<file path="src/rtl/store_narrow_unit.sv">
// Narrows a 32-bit register value to word/halfword/byte and stores it into
// word-wide memory without byte enables, using read-modify-write for sub-words.
module store_narrow_unit #(
    parameter int ADDR_W     = 32,
    parameter int RD_LATENCY = 1
) (
    input  logic              CLK,
    input  logic              Reset,
    input  logic              start,
    input  logic [1:0]        StoreSel,
    input  logic [ADDR_W-1:0] addr,
    input  logic [31:0]       wdata,
    output logic              busy,
    output logic              done,
    output logic              err,
    output logic [ADDR_W-1:0] mem_addr,
    output logic              mem_rd,
    input  logic [31:0]       mem_rdata,
    output logic              mem_wr,
    output logic [31:0]       mem_wdata
);

    typedef enum logic [2:0] {IDLE, READ, WAIT, WRITE, DONE, ERR} state_t;

    localparam logic [1:0] SEL_W    = 2'b00;
    localparam logic [1:0] SEL_H    = 2'b01;
    localparam logic [1:0] SEL_B    = 2'b10;
    localparam logic [1:0] CNT_INIT = 2'(RD_LATENCY - 1);

    state_t            state_q, state_d;
    logic [ADDR_W-1:0] addr_q, addr_d;
    logic [15:0]       data_q, data_d;
    logic [1:0]        sel_q, sel_d;
    logic [31:0]       merge_q, merge_d;
    logic [1:0]        cnt_q, cnt_d;

    logic [1:0]  sel_in;
    logic        misaligned;
    logic [31:0] merged;

    assign sel_in     = (StoreSel == 2'b11) ? SEL_W : StoreSel;
    assign misaligned = ((sel_in == SEL_W) && (addr[1:0] != 2'b00)) ||
                        ((sel_in == SEL_H) && addr[0]);

    // Little-endian lane insert of the latched data into the word just read.
    always_comb begin
        merged = mem_rdata;
        if (sel_q == SEL_B)
            merged[{addr_q[1:0], 3'b000} +: 8] = data_q[7:0];
        else if (sel_q == SEL_H)
            merged[{addr_q[1], 4'b0000} +: 16] = data_q;
    end

    always_comb begin
        state_d = state_q;
        addr_d  = addr_q;
        data_d  = data_q;
        sel_d   = sel_q;
        merge_d = merge_q;
        cnt_d   = cnt_q;
        case (state_q)
            IDLE: begin
                if (start) begin
                    addr_d = addr;
                    data_d = wdata[15:0];
                    sel_d  = sel_in;
                    if (misaligned) begin
                        state_d = ERR;
                    end else if (sel_in == SEL_W) begin
                        merge_d = wdata;
                        state_d = WRITE;
                    end else begin
                        state_d = READ;
                    end
                end
            end
            READ: begin
                cnt_d   = CNT_INIT;
                state_d = WAIT;
            end
            WAIT: begin
                if (cnt_q != 2'd0) begin
                    cnt_d = cnt_q - 2'd1;
                end else begin
                    merge_d = merged;
                    state_d = WRITE;
                end
            end
            WRITE:     state_d = DONE;
            DONE, ERR: state_d = IDLE;
            default:   state_d = IDLE;
        endcase
    end

    always_ff @(posedge CLK or negedge Reset) begin
        if (!Reset) begin
            state_q <= IDLE;
            addr_q  <= '0;
            data_q  <= '0;
            sel_q   <= '0;
            merge_q <= '0;
            cnt_q   <= '0;
        end else begin
            state_q <= state_d;
            addr_q  <= addr_d;
            data_q  <= data_d;
            sel_q   <= sel_d;
            merge_q <= merge_d;
            cnt_q   <= cnt_d;
        end
    end

    // Outputs depend only on flops, so reset clears them without a clock.
    assign busy      = (state_q != IDLE);
    assign done      = (state_q == DONE) || (state_q == ERR);
    assign err       = (state_q == ERR);
    assign mem_rd    = (state_q == READ);
    assign mem_wr    = (state_q == WRITE);
    assign mem_wdata = (state_q == WRITE) ? merge_q : 32'h0;
    assign mem_addr  = ((state_q == READ) || (state_q == WAIT) || (state_q == WRITE)) ?
                       {addr_q[ADDR_W-1:2], 2'b00} : '0;

endmodule

</file>
<file path="config.mk">
export PLATFORM = sky130hd
export DESIGN_NAME = store_narrow_unit
export DESIGN_NICKNAME = d
export VERILOG_FILES = /design/src/rtl/store_narrow_unit.sv
export SDC_FILE = /design/constraint.sdc
export NUM_CORES = 1
export LEC_CHECK = 0
export BUFFER_PORTS_ARGS = -buffer_cell sky130_fd_sc_hd__buf_2
export CELL_PAD_IN_SITES_DETAIL_PLACEMENT = 0
export CELL_PAD_IN_SITES_GLOBAL_PLACEMENT = 1
export CORE_UTILIZATION = 38
export DETAILED_ROUTE_END_ITERATION = 16
export HOLD_SLACK_MARGIN = 0.02
export PLACE_DENSITY = 0.86
export SYNTH_ARGS = -nofsm -noshare
export SYNTH_HDL_FRONTEND = slang
export SYNTH_SLANG_ARGS = --single-unit
</file>
<file path="constraint.sdc">
create_clock -name CLK -period 3.3 [get_ports CLK]
set_clock_uncertainty 0.2 [all_clocks]
set_input_delay 0 -clock CLK [delete_from_list [all_inputs] [get_ports CLK]]
set_output_delay 0 -clock CLK [all_outputs]
set_load 0.02 [all_outputs]
</file>
# Word level (Yosys, flattened, before mapping)
# Index checks and enable logic that the tools add are counted.
[word_totals]
reg_bits = 87
latchBits = 0
mem_bits_rw = 0
mem_bits_ro = 0
in_bits = 101
out_inout_bits = 69
wordCells = 63
mem_count = 0
[op_classes]
n_addsub = 3
mul = 0
n_div = 0
order_cmp = 0
n_eq_ne = 14
shifts = 4
n_mux = 19
n_bitwise = 0
n_reduce_logical = 17
[op_table]
columns = ["operator", "n"]
rows = [
  ["$mux 32", 8],
  ["$bwmux 32", 2],
  ["$pmux 32 s2", 1],
  ["$shift 16x7->32 const A", 1],
  ["$shift 8x7->32 const A", 1],
  ["$shiftx 16x7->32", 1],
  ["$shiftx 8x7->32", 1],
  ["$neg 5->7", 2],
  ["$pmux 3 s4", 1],
  ["$ne 2x2->1 const B", 5],
  ["$mux 3", 3],
  ["$reduce_bool 2->1", 4],
  ["$eq 3x2->1 const B", 2],
  ["$eq 3x3->1 const B", 2],
  ["$mux 2", 3],
  ["$reduce_and 2->1", 3],
  ["$reduce_and 5->1", 1],
  ["$eq 2x1->1 const B", 2],
  ["$eq 2x2->1 const B", 2],
  ["$logic_or 1x1->1", 4],
  ["$pmux 2 s2", 1],
  ["$eq 3x1->1 const B", 1],
  ["$logic_not 3->1", 1],
  ["$reduce_bool 3->1", 1],
  ["3 further kinds", 4],
]

# Logic depth before layout (Yosys ltp)
[depth]
depth_word = 8
ltp_mapped = 9
ltp_nobuf = 6

# Least setup slack after synthesis
# No wires, ideal clock.
[synth_timing]
kind = "register -> register"
start = "register addr_q[1]"
end = "register merge_q[2]"
setup_time_ps = 83
arrival_ps = 2174
required_time_ps = 3017
setup_slack_ps = 844
stages_incl_launch_ff = 9
n_path_buf = 2
period_less_slack_ps = 2456
path_cell_list = "dfrtp_1 > buf_2 > inv_1 > buf_2 > ha_1 > or4bb_1 > o22ai_2 > a221oi_1 > o21ai_0"
[synth_via]
elab_chain_cells = 7
elab_cells_between_ends = 12
classes_between = "add/sub: 2; shift: 4; mux: 6"
[synth_rtl]
columns = ["item", "line", "rtl"]
rows = [
  ["from (decl)", "31", "logic [ADDR_W-1:0] addr_q, addr_d;"],
  ["from (signal assigned)", "105", "addr_q <= addr_d;"],
  ["$neg 5->7", "51", "merged[{addr_q[1], 4'b0000} +: 16] = data_q;"],
  ["$shiftx 16x7->32 or $shift 16x7->32 (tied branches)", "51", ""],
  ["$bwmux 32", "51", ""],
  ["$mux 32", "50", "else if (sel_q == SEL_H)"],
  ["$mux 32 *", "48", "if (sel_q == SEL_B)"],
  ["$mux 32 *", "82", "if (cnt_q != 2'd0) begin"],
  ["$pmux 32 s2 *", "61", "case (state_q)"],
  ["to (signal assigned)", "108", "merge_q <= merge_d;"],
  ["to (decl)", "34", "logic [31:0] merge_q, merge_d;"],
]
# Mark *: on every way between the ends. The rest lies on a longest branch, timed or not. The select of a mux whose other input is x is not followed.
# A chain may end at the register's enable or synchronous reset.

# Worst setup path after layout
[layout_timing]
start = "register addr_q[1]"
end = "register merge_q[18]"
# Same word-level chain as after synthesis.

==> out/qor.yml <==
detailed_routing:
  wl_met1_um: 7300
  drt-initial-drc-count: 372
  routed_via_density: 5.41
  num_vias: 5318
  drcViolationCount: 0
  top_layer_used: "met4"
  wl_um: 17100
  ant_nets: 0
  met2WireLength_um: 7960
  wl_met3_um: 1320
  firstDrtPassIters: 5
  wl_per_cell_um: 17.4
sta:
  tns_ps: 0
  slew_viol_final: 0
  relSlewSlack_pct: 42.7
  setup_viol: 0
  max_freq_ghz: 0.331
  period_needed_ps: 3030
  finalHoldViolations: 0
  tightestPinTransition_ps: 858
  rsz0062_at_grt: "false"
  fin_crit_sh_pct: 91.7
synthesis:
  synth_common_cells: "dfrtp_1 (87), and2_1 (63), a21oi_1 (52), mux2_2 (42), nor2_1 (39)"
  synthCells: 548
  synthMuxAreaShare_pct: 9.30
  syn-cell-area_um2: 5190
  synth_edf_count: 0
  synth_fa_ha_area_share_pct: 2.17
  synth_largest_area_cell: "dfrtp_1"
  synth_top_area_share_pct: 41.9
  ys_ff_latch: 87
  synth_simple_gate_area_share_pct: 19.1
  synth_top_family_by_area: "compound AO/OA/AOI/OAI gates"
  async_flop_share_pct: 100
  ys.flop_type: "dfrtp_1"
  ys_seq_area_share_pct: 41.9
  synth-compound-area-share_pct: 22.2
  yosysWarnings: 0
  synth.area.top_cells: "dfrtp_1 (42%), mux2_2 (9.1%), and2_1 (7.6%)"
  syn_avg_cell_area_um2: 9.48
  synth.distinct_cells: 50
  post_synth_xor_area_fraction_pct: 0
  synth_most_common_cell: "dfrtp_1"
floorplanning:
  rows: 42
  core_um2: 13300
  fp.dieH_um: 119
  die-area_um2: 14100
  die_w_um: 119
  io_pins: 170
  start_util_pct: 39.1
cells_and_area:
  areaGrowthSynthToFinish_pct: 44.8
  diodes: 0
  drive_gt1_share_pct: 30.5
  multi_input_comb_area_um2: 2760
  layout.nets: 912
  regArea_um2: 2180
  num-fill-cells: 1156
  stdcell_count: 983
power_and_ir_drop:
  cellLeakagePower_nw: 3.39
  vdd_drop_max_mv: 0.526
  power_density_nw_per_um2: 928
place:
  dp.cells: 863
  hpwl_um: 11800
  portBuffers: 167
  place.gp.congestion: 0.927
clock_network:
  clkTransAtPathRegs_ps: 70
  cts_tree: "done"
  postCtsSetupRepairBufs: 0
  numCtsBuffers: 9
  clock_sinks: 87
  cts.htree.levels: 3
  clock_latency_ps: 350
  cts-root-buf: "clkbuf_16"
  cts_buffer_depth: 2
run_status:
  status: "complete, no violations"
global_route:
  grt_overflow: 0
  grt_pass1_vias: 5447
  grtUsageTotal_pct: 25.1
  grt_max_degree: 37
  grt_pass1_wl_um: 27600
  antenna_found_initial: 0
worst_setup_path:
  end_kind: "flip-flop"
  required_ps: 3390
  path_class: "flip-flop to flip-flop"
  cp-start-kind: "flip-flop"
  path_max_fanout: 14
  cp.arrival_ps: 3110
flow_run:
  drv_cap: 0
worst_hold_path:
  worstHoldPathType: "input pin to flip-flop"
-- kinds of logic (layout without fill, tap and decap cells) --
| family | Yosys count | in the layout |
|---|---|---|
| AO/OA/AOI/OAI | 172 | 172 |
| multiplexers | 43 | 43 |
| adder cells (fa/ha/maj) | 9 | 9 |
| other | 1 | 2 |
| AND/OR/NAND/NOR | 176 | 176 |
| buffers and inverters | 60 | 318 |
| flip-flops | 87 | 87 |
-- cells in the final DEF, fill, tap and decap left out, drive strengths merged, types with 3 or more instances in the layout --
cell	instances
inv	17
mux2	42
o21ai	41
a22o	6
dfrtp	87
o311ai	5
a21oi	52
nand3	5
nor3	3
o32ai	8
clkbuf	11
a211o	6
nand2	21
dlygate4sd3	103
nor2	39
a221oi	11
or3	10
and2	63
a311oi	8
o22ai	4
buf	183
nor2b	15
o32a	7
o2111ai	9
ha	9
nand2b	11
-- state kept, by name, summed over array words and instances (netlist names) --
| register | count |
|---|---|
| addr_q | 32 |
| merge_q | 32 |
| data_q | 16 |
| state_q | 3 |
| cnt_q | 2 |
| sel_q | 2 |
-- path summary, 6_finish.rpt --
check                                 from          end  slack (ps)  depth (start not counted)
worst max-delay path             addr_q[1]  merge_q[18]         270                          7
worst min-delay path              addr[21]   addr_q[21]         210                          3
worst max register to register   addr_q[1]  merge_q[18]         270                          7
worst min register to register  merge_q[2]   merge_q[2]         270                          2
max in group asynchronous            Reset    addr_q[4]        1930                          4
min in group asynchronous            Reset   merge_q[5]         510                          4
-- critical path: stages (launching register included) --
cell,delay [ps]
dfrtp_2,510
inv_1,190
ha_1,420
and3b_1,410
a311oi_1,150
or3_1,390
a21oi_1,140
dlygate4sd3_1,560
-- routing by layer --
metal  up-vias  GRT usage, %
met3        34          5.84
met1      2528          30.7
li1       2499             -
met4         0          11.6
met5         -             0
met2       257          41.7
-- power by group --
group / leakage [nW] / switching [mW] / internal, mW / total [mW]
Clock: 0.146 / 0.434 / 0.608 / 1.04
Combinational: 2.22 / 2.15 / 1.69 / 3.84
Sequential: 1.02 / 0.501 / 1.60 / 2.10
-- repair_timing --
item | CTS | global route
setup endpoints to repair | 0 | 13
hold endpoints to repair | 172 | 0
hold buffers | 104 | 0
gates resized for setup | 0 | 2
-- layout make-up --
type | instances | share of cell area [%]
timing repair buffer | 286 | 26.6
sequential | 87 | 29.0
inverter | 16 | 0.798
clock buffer | 11 | 3.23
clock inverter | 5 | 0.748
multi-input combinational | 402 | 36.7
tap | 176 | 2.93
-- per-stage QoR --
stage / instance area (um2) / utilization (%) / power (mW) / worst slack (ps) / hold WS, ps
floorplan: 5200 / - / 4.47 / 844 / -496
finish: 7520 / 56.6 / 6.98 / 275 / 215
CTS: 7520 / 56.5 / 6.96 / 166 / 203
global placement: 6170 / 46.4 / 5.48 / 707 / -250
detailed placement: 6170 / 46.4 / 5.58 / 594 / -247
global route: 7520 / 56.6 / 7.49 / 126 / 224
No activity file was read; power rests on OpenSTA's default activity.
